==> src/rtl/switch_pkg.sv <==
// Shared types and constants for the switch routing path.
package switch_pkg;

  localparam int unsigned NUM_PORTS = 4;
  localparam int unsigned DW        = 8;
  localparam int unsigned HDR_BYTES = 3;

  typedef enum logic [2:0] {
    IDLE,
    F_SRC,
    F_LEN,
    F_PAY,
    D_SRC,
    D_LEN,
    D_PAY
  } route_state_t;

endpackage

==> src/rtl/port_addr_regs.sv <==
// Programmable per-port destination address registers with a registered
// read port and a combinational match vector against the lookup byte.
module port_addr_regs #(
  parameter int unsigned NumPorts = 4,
  parameter int unsigned Dw       = 8,
  parameter int unsigned Aw       = $clog2(NumPorts)
) (
  input  logic                clk_i,
  input  logic                rst_i,
  input  logic                cfg_en_i,
  input  logic                cfg_wr_i,
  input  logic [Aw-1:0]       cfg_addr_i,
  input  logic [Dw-1:0]       cfg_wdata_i,
  output logic [Dw-1:0]       cfg_rdata_o,
  input  logic [Dw-1:0]       lookup_i,
  output logic [NumPorts-1:0] match_o
);

  logic [Dw-1:0] regs_q [NumPorts];
  logic [Dw-1:0] rdata_q;

  always_ff @(posedge clk_i) begin
    if (rst_i) begin
      for (int i = 0; i < int'(NumPorts); i++) begin
        regs_q[i] <= Dw'(i);
      end
      rdata_q <= '0;
    end else if (cfg_en_i) begin
      if (cfg_wr_i) begin
        regs_q[cfg_addr_i] <= cfg_wdata_i;
      end else begin
        rdata_q <= regs_q[cfg_addr_i];
      end
    end
  end

  // Compares against the pre-edge contents, so a same-cycle write is not seen.
  always_comb begin
    match_o = '0;
    for (int i = 0; i < int'(NumPorts); i++) begin
      match_o[i] = (regs_q[i] == lookup_i);
    end
  end

  assign cfg_rdata_o = rdata_q;

endmodule

==> src/rtl/pkt_route_ctrl.sv <==
// Packet routing controller: header lookup, forward/drop sequencing,
// FIFO back-pressure and saturating packet counters.
module pkt_route_ctrl #(
  parameter int unsigned NUM_PORTS = switch_pkg::NUM_PORTS,
  parameter int unsigned DW        = switch_pkg::DW,
  parameter int unsigned CW        = 16
) (
  input  logic                         fast_clk,
  input  logic                         reset,
  input  logic                         cfg_en,
  input  logic                         cfg_rd_wr,
  input  logic [$clog2(NUM_PORTS)-1:0] cfg_addr,
  input  logic [DW-1:0]                cfg_wdata,
  output logic [DW-1:0]                cfg_rdata,
  input  logic                         in_valid,
  input  logic [DW-1:0]                in_data,
  output logic                         in_stall,
  input  logic [NUM_PORTS-1:0]         fifo_full,
  output logic [NUM_PORTS-1:0]         fifo_wr_en,
  output logic [DW-1:0]                fifo_wdata,
  output logic [CW-1:0]                fwd_cnt,
  output logic [CW-1:0]                drop_cnt,
  output logic                         busy
);

  import switch_pkg::*;

  localparam int unsigned AW = $clog2(NUM_PORTS);

  route_state_t         state_q;
  logic [AW-1:0]        sel_q;
  logic [7:0]           rem_q;
  logic [CW-1:0]        fwd_q;
  logic [CW-1:0]        drop_q;

  logic [NUM_PORTS-1:0] match;
  logic                 hit;
  logic [AW-1:0]        hit_idx;
  logic                 fwd_state;
  logic                 accept;
  logic [AW-1:0]        wr_port;
  logic                 fwd_beat;
  logic [7:0]           len_byte;

  function automatic logic [CW-1:0] sat_inc(input logic [CW-1:0] v);
    return (&v) ? v : v + 1'b1;
  endfunction

  port_addr_regs #(
    .NumPorts(NUM_PORTS),
    .Dw      (DW),
    .Aw      (AW)
  ) u_addr_regs (
    .clk_i      (fast_clk),
    .rst_i      (reset),
    .cfg_en_i   (cfg_en),
    .cfg_wr_i   (cfg_rd_wr),
    .cfg_addr_i (cfg_addr),
    .cfg_wdata_i(cfg_wdata),
    .cfg_rdata_o(cfg_rdata),
    .lookup_i   (in_data),
    .match_o    (match)
  );

  // Lowest matching index wins, hence the descending scan.
  always_comb begin
    hit     = 1'b0;
    hit_idx = '0;
    for (int i = int'(NUM_PORTS) - 1; i >= 0; i--) begin
      if (match[i]) begin
        hit     = 1'b1;
        hit_idx = AW'(i);
      end
    end
  end

  assign fwd_state = (state_q == F_SRC) || (state_q == F_LEN) || (state_q == F_PAY);

  always_comb begin
    in_stall = 1'b0;
    case (state_q)
      IDLE:               in_stall = hit && fifo_full[hit_idx];
      F_SRC, F_LEN, F_PAY: in_stall = fifo_full[sel_q];
      default:            in_stall = 1'b0;
    endcase
  end

  assign accept     = in_valid && !in_stall;
  assign wr_port    = (state_q == IDLE) ? hit_idx : sel_q;
  assign fwd_beat   = accept && !reset && ((state_q == IDLE) ? hit : fwd_state);
  assign fifo_wr_en = fwd_beat ? (NUM_PORTS'(1) << wr_port) : '0;
  assign fifo_wdata = in_data;
  assign len_byte   = in_data[7:0];

  always_ff @(posedge fast_clk) begin
    if (reset) begin
      state_q <= IDLE;
      sel_q   <= '0;
      rem_q   <= '0;
      fwd_q   <= '0;
      drop_q  <= '0;
    end else if (accept) begin
      case (state_q)
        IDLE: begin
          if (hit) begin
            state_q <= F_SRC;
            sel_q   <= hit_idx;
          end else begin
            state_q <= D_SRC;
          end
        end
        F_SRC: state_q <= F_LEN;
        D_SRC: state_q <= D_LEN;
        F_LEN, D_LEN: begin
          rem_q <= len_byte;
          if (len_byte == 8'd0) begin
            state_q <= IDLE;
            if (state_q == F_LEN) fwd_q <= sat_inc(fwd_q);
            else                  drop_q <= sat_inc(drop_q);
          end else begin
            state_q <= (state_q == F_LEN) ? F_PAY : D_PAY;
          end
        end
        F_PAY, D_PAY: begin
          rem_q <= rem_q - 8'd1;
          if (rem_q == 8'd1) begin
            state_q <= IDLE;
            if (state_q == F_PAY) fwd_q <= sat_inc(fwd_q);
            else                  drop_q <= sat_inc(drop_q);
          end
        end
        default: state_q <= IDLE;
      endcase
    end
  end

  assign fwd_cnt  = fwd_q;
  assign drop_cnt = drop_q;
  assign busy     = (state_q != IDLE);

endmodule

==> config.mk <==
export PLATFORM = sky130hd
export DESIGN_NAME = pkt_route_ctrl
export DESIGN_NICKNAME = d
export VERILOG_FILES = /design/src/rtl/switch_pkg.sv /design/src/rtl/port_addr_regs.sv /design/src/rtl/pkt_route_ctrl.sv
export SDC_FILE = /design/constraint.sdc
export NUM_CORES = 1
export LEC_CHECK = 0
export BUFFER_PORTS_ARGS = -buffer_cell sky130_fd_sc_hd__buf_2
export CAP_MARGIN = 20
export CORE_AREA = 2 2 91 102
export DETAILED_ROUTE_END_ITERATION = 12
export DIE_AREA = 0 0 93 104
export PLACE_DENSITY = 0.9
export SLEW_MARGIN = 20
export SYNTH_ARGS = -nofsm -noshare
export SYNTH_HDL_FRONTEND = slang
export SYNTH_SLANG_ARGS = --single-unit
==> constraint.sdc <==
create_clock -name fast_clk -period 3.05 [get_ports fast_clk]
set_input_delay 0.61 -clock fast_clk [delete_from_list [all_inputs] [get_ports fast_clk]]
set_output_delay 0.61 -clock fast_clk [all_outputs]
set_load 0.01 [all_outputs]
### Yosys cells after proc, flatten, opt, wreduce, memory -nomap -nowiden

Memories as Yosys holds them, arrays and structs flattened. A register that Yosys moved wholly into a read port is not among the register bits.
Index checks and enable logic that the tools add are counted.

| cells by class | value |
|---|---|
| add/sub/neg operators | 3 |
| magnitude comparators | 2 |
| eq/ne operators | 17 |
| shift-type cells | 1 |
| multiplexer cells | 43 |
| bitwise gates (word level) | 1 |
| reduce and logical (&&, ||, !) cells | 24 |

Operators with widths:

| kind | number |
|---|---|
| $mux W16 | 10 |
| $pmux W16 S2 | 2 |
| $add A16 B1 Y16 const B | 2 |
| $eq A8 B8 Y1 | 4 |
| $reduce_and A16 Y1 | 2 |
| $pmux W8 S2 | 1 |
| $pmux W3 S5 | 1 |
| $mux W1 | 14 |
| $mux W2 | 6 |
| $mux W3 | 4 |
| $ne A2 B2 Y1 const B | 6 |
| $reduce_and A6 Y1 | 2 |
| $eq A3 B3 Y1 const B | 3 |
| $eq A8 B1 Y1 const B | 1 |
| $logic_not A8 Y1 | 1 |
| $mux W8 | 1 |
| $reduce_or A8 Y1 | 1 |
| $sub A8 B1 Y8 const B | 1 |
| $eq A3 B2 Y1 const B | 2 |
| $lt A2 B3 Y1 const B | 2 |
| $reduce_and A2 Y1 | 3 |
| $bmux W1 S2 | 2 |
| $logic_and A1 B1 Y1 | 4 |
| $mux W4 | 1 |
| other kinds (12) | 15 |

| word-level totals | value |
|---|---|
| register bits after elaboration | 45 |
| bits in writable memories | 32 |
| bits of input ports | 27 |
| output and inout bits | 54 |
| logic and storage cells | 97 |
| memories | 1 |

Memory list:

| name | words | width | read ports | clocked after memory_dff | write ports | line | text |
|---|---|---|---|---|---|---|---|
| u_addr_regs.regs_q | 4 | 8 | 5 | 1 | 4 | port_addr_regs.sv:19 | `logic [Dw-1:0] regs_q [NumPorts];` |

### Depth between registers and ports, before layout

| depth | value |
|---|---|
| depth in word-level cells | 14 |
| gate-level depth with buffers | 10 |
| depth with buffers taken out | 9 |

### Hierarchy

A second synthesis with hierarchy kept.

| unflattened totals | value |
|---|---|
| cells, all modules | 553 |
| area total of the unflattened synthesis | 5128.7 sq um |

By module, submodules not included:

| module | instances | cells an instance | area each (sq um) | sequential area each (sq um) |
|---|---|---|---|---|
| pkt_route_ctrl | 1 | 379 | 3029.2 | 900.9 |
| port_addr_regs | 1 | 174 | 2099.5 | 1121.1 |

### Least setup slack after synthesis

Ideal clock, no wire load.

| path | value |
|---|---|
| path type | input to output |
| from | in in_data[1] |
| to | out fifo_wr_en[0] |
| arrival time | 2.513 ns |
| required time | 2.440 ns |
| path slack | -0.073 ns |
| stages on the path | 8 |
| path buffers | 1 |
| cells stage by stage | buf_4 -> xor2_1 -> nor4_2 -> nand2_1 -> mux2_4 -> a221oi_4 -> or2_1 -> nor4b_1 |

| between the ends | value |
|---|---|
| word-level cells in the longest chain between the ends | 14 |
| elaborated cells between the ends (all ways) | 24 |
| classes of those cells | 4 x eq/ne; 1 x shift; 14 x mux; 5 x reduce/logical |

Ends and longest elaborated chain:

| item | line | text |
|---|---|---|
| from (decl) | pkt_route_ctrl.sv:16 | `input logic [DW-1:0] in_data,` |
| $eq A8 B8 Y1 | port_addr_regs.sv:41 | `match_o[i] = (regs_q[i] == lookup_i);` |
| $mux W2 (4 in series) | pkt_route_ctrl.sv:70 | `if (match[i]) begin` |
| $bmux W1 S2 | pkt_route_ctrl.sv:82 | `IDLE: in_stall = hit && fifo_full[hit_idx];` |
| $mux W1 (implied by the code) | pkt_route_ctrl.sv:82 |  |
| $logic_and A1 B1 Y1 | pkt_route_ctrl.sv:82 |  |
| $pmux W1 S2 | pkt_route_ctrl.sv:81 | `case (state_q)` |
| $logic_not A1 Y1 | pkt_route_ctrl.sv:88 | `assign accept = in_valid && !in_stall;` |
| $logic_and A1 B1 Y1 | pkt_route_ctrl.sv:88 |  |
| $logic_and A1 B1 Y1 (2 in series) | pkt_route_ctrl.sv:90 | `assign fwd_beat = accept && !reset && ((state_q == IDLE) ? hit : fwd_state);` |
| $mux W4 * | pkt_route_ctrl.sv:91 | `assign fifo_wr_en = fwd_beat ? (NUM_PORTS'(1) << wr_port) : '0;` |
| to (decl) | pkt_route_ctrl.sv:19 | `output logic [NUM_PORTS-1:0] fifo_wr_en,` |

Mark *: on every way between the ends. The rest lies on a longest branch, timed or not. The select of a mux whose other input is x is not followed.

==> results.md <==
- Pre-Repair DR Iteration Count: 4
- Max clock buf depth: 2
- Seq cells post-synth: 85
- Post-synth EDFFs: 32
- Main flop type after synthesis: dfxtp_1
- Area leader, netlist: dfxtp_1
- Failing checks: negative setup slack
- Max cap viols: 0
- Worst VDD drop: approximately 0.34 mV
- Vias per inst: about 5.7
- Post-synth ARST share: 0%
- Buffers & Inverters on Critical Path: 1
- Multiplexer share of the synthesized area: under 10%
- CTS sink cnt: 85
- Initial Util: between 50% and 60%
- Initial DRC count: 231
- Mapped Nets: between 500 and 600
- Status: finished, violations left
- Reg2reg setup slack: between 0.6 and 0.7 ns
- DIE HEIGHT: roughly 100 um
- Vias in the first global route: 3881
- Final core occ: 64.2%
- Final #Nets: 618
- Sequential share of power: approximately 54%
- Total of warnings raised by yosys: 0
- Highest-count cells in the layout ignoring fill and taps: buf_2, nor2_1, nand2_1
- Initial antenna violation count: 0
- ANT cells: 0
- Clock network power share: about a third
- Setup CP Type: flip-flop to primary output
- Placed cells: between 600 and 700
- Die ar.: roughly 9700 um^2
- Critical path data required time: 2.44 ns
- Worst setup path end: fifo_wr_en[1]
- Clock slew at the register clock pins of the worst setup and hold paths: roughly 0.080 ns
- Compound-Gate Fraction of Synth Area: between 8 and 9%
- Crit path time final: 3.16 ns
- Worst hold-check path type: flip-flop to flip-flop
- WL/cell: between 15 and 20 um
- # IOs: 81
- Final Hold Vio Count: 0
- Pint: between 1500 and 2000 uW
- Final setup margin: -0.112 ns
- Finished Layout Cells: between 700 and 800
- Mapped Cells: slightly above 500
- Die X: 93 um
- Top post-synthesis cells by area: dfxtp_1, edfxtp_1, xnor2_1, nor2_1, mux4_2
- Gr usage total: between 20 and 25%
- Crit path capture type: primary output
- Largest family of logic cells by synthesized area: simple AND/OR/NAND/NOR gates
- Reported net switching power: around 590 uW
- Worst-Skew Late Latency: between 0.3 and 0.4 ns
- Post-Synth Simple-Gate Area: roughly a quarter
- Routed vias: between 4000 and 5000
- Final slew viol count: 0
- Row cnt: 36
- Post-synthesis xor/xnor area fraction: a little under an eighth
- Area growth from synthesis to layout: 15.5%
- Combinational power share: around 14%
- Total CTS buffers: 9
- Worst EP arrival: 2.55 ns
- Grt ovf: 0
- First-pass GRT wire length: 17600 um
- Core Region: ~8600 um^2
- Critical Path Fanout Max: 3
- RR Endpoint: sel_q[1]
- Setup_tns: -0.373 ns
- Pwr per Cell Area: 420 nW/um^2
- Total power: approximately 2300 uW
- Synthesized area per cell: approximately 9.5 um^2
- Post-synthesis adder-cell area fraction: under 10%
- RSZ-0062 raised after global routing: true
- Kind of start point of the critical path: flip-flop
- Crit-path max cell delay: between 0.4 and 0.5 ns
- Cell family with most CP delay: simple AND/OR/NAND/NOR gates
- Commonest non-fill, non-tap cell in the layout: buf_2
- Synth cell types: 56
- Final setup viols: 5
- H-tree depth: 3
- Seq/Total Area, Yosys: between 40% and 50%
- Cell Area, Synth: roughly 4800 um^2
- Largest net degree at the start of global routing: 48
- Worst reg2reg path depth: 10
- DRT antenna net count: 0
- CP cell instances: xor2_1, nor4_2, nand2_1, mux2_4, a221oi_4, or2_1, nor4b_2, buf_2
- Root Buffer: clkbuf_8
- Layout cells sized above 1: 27.0%
- WL final: 10900 um
- DP Worst Slack: -0.0613 ns
- # DRC: 0
- Relative slew slack: a little under three fifths
- Reg-to-reg startpoint: u_addr_regs.regs_q[2][2]
- Worst Tran Pin Value: around 0.66 ns
- Crit path from: u_addr_regs.regs_q[2][2]
- Final Cycle Share: 104%
- Post-DP HPWL: ~8400 um
- Synth top area share: around 22%
- WP depth: 8
- CTS tree: done
- Max Fclk: 316 MHz
- Switching Fraction: around a quarter
- P_leak: ~0.0021 uW
- PortBufs: 80
- GPL Wtd Cong: roughly 0.9
- Slowest cell on the critical path: edfxtp_1
- Fin Clk Skew: a little over 0.007 ns
[tightest hold or removal path, delay by kind of cell (launching register included)]
kind	cells	cell delay, ns
AOI/OAI and AO/OA	1	0.06
and+or+nand+nor	1	0.05
DFF	1	0.31
[kinds of logic (layout without fill, tap and decap cells)]
group,after synthesis,count (layout)
xor+xnor,62,62
flops,85,85
simple gates,235,235
compound gates,62,62
fa+ha+maj,4,4
buf+inv,45,130
mux,14,14
[state kept, by name, summed over array words and instances, names as in the netlist]
register	cells
u_addr_regs.regs_q	32
rem_q	8
drop_cnt	16
u_addr_regs.cfg_rdata_o	8
state_q	3
sel_q	2
fwd_cnt	16
[what timing repair did]
action                                  CTS  global route
resized for setup                         1             2
hold buffers                              0             0
endpoints found under the setup margin    4             5
pin swaps                                 5             4
buffers inserted                          1             1
[worst min path at each step]
stage	start	cells past startpoint	slack, ns	endpoint
after floorplan	sel_q[0]	2	0.48	sel_q[0]
after global placement	u_addr_regs.cfg_rdata_o[4]	2	0.44	u_addr_regs.cfg_rdata_o[4]
after detailed placement	u_addr_regs.cfg_rdata_o[4]	2	0.45	u_addr_regs.cfg_rdata_o[4]
after CTS	u_addr_regs.cfg_rdata_o[4]	2	0.47	u_addr_regs.cfg_rdata_o[4]
after global routing	u_addr_regs.cfg_rdata_o[4]	2	0.48	u_addr_regs.cfg_rdata_o[4]
final	u_addr_regs.cfg_rdata_o[3]	2	0.46	u_addr_regs.cfg_rdata_o[3]
[metrics by stage]
step | instance area (um^2) | hold WS, ns
finish | 5560 | 0.464
global route | 5560 | 0.480
CTS | 5530 | 0.466
detailed placement | 5330 | 0.451
global placement | 5330 | 0.443
floorplan | 4820 | 0.480
[per-layer routing]
metal | GRT usage, % | routed length (um)
met2 | 40.0 | 5640
met3 | 3.84 | 478
met1 | 25.3 | 4240
met4 | 13.6 | 516
met5 | 0 | 0
[power by group through the flow]
| stage | Sequential (uW) | Clock [uW] | Combinational, uW |
|---|---|---|---|
| 2_1_floorplan | 1270 | 0 | 225 |
| 3_3_place_gp | 1270 | 0 | 303 |
| 3_5_place_dp | 1270 | 0 | 314 |
| 4_1_cts | 1250 | 781 | 315 |
| 5_1_grt | 1250 | 823 | 346 |
| 6_report | 1250 | 768 | 318 |
[layout make-up]
class                   count  area (um^2)
repair buffers            106          599
clock inverters             4         48.8
multi-input cells         377         2570
well taps                 114          143
clock buffers              12          139
inverters                   8         30.0
flip-flops and latches     85         2020
fillers                   710         3090
[synthesized netlist by cell type (all sizes together) (2+ instances only)]
cell type	n
a211oi	5
a21oi	20
a22oi	4
and2	30
and3	4
and3b	2
and4	5
buf	23
clkbuf	14
dfxtp	53
edfxtp	32
ha	4
inv	8
mux2i	4
mux4	9
nand2	54
nand2b	4
nand3	13
nand4	20
nor2	57
nor2b	4
nor3	17
nor4	5
nor4b	5
o21a	3
o21ai	17
o31ai	3
or2	5
or3	6
or4	2
xnor2	39
xor2	23
Power figures use the tool's default switching activity.
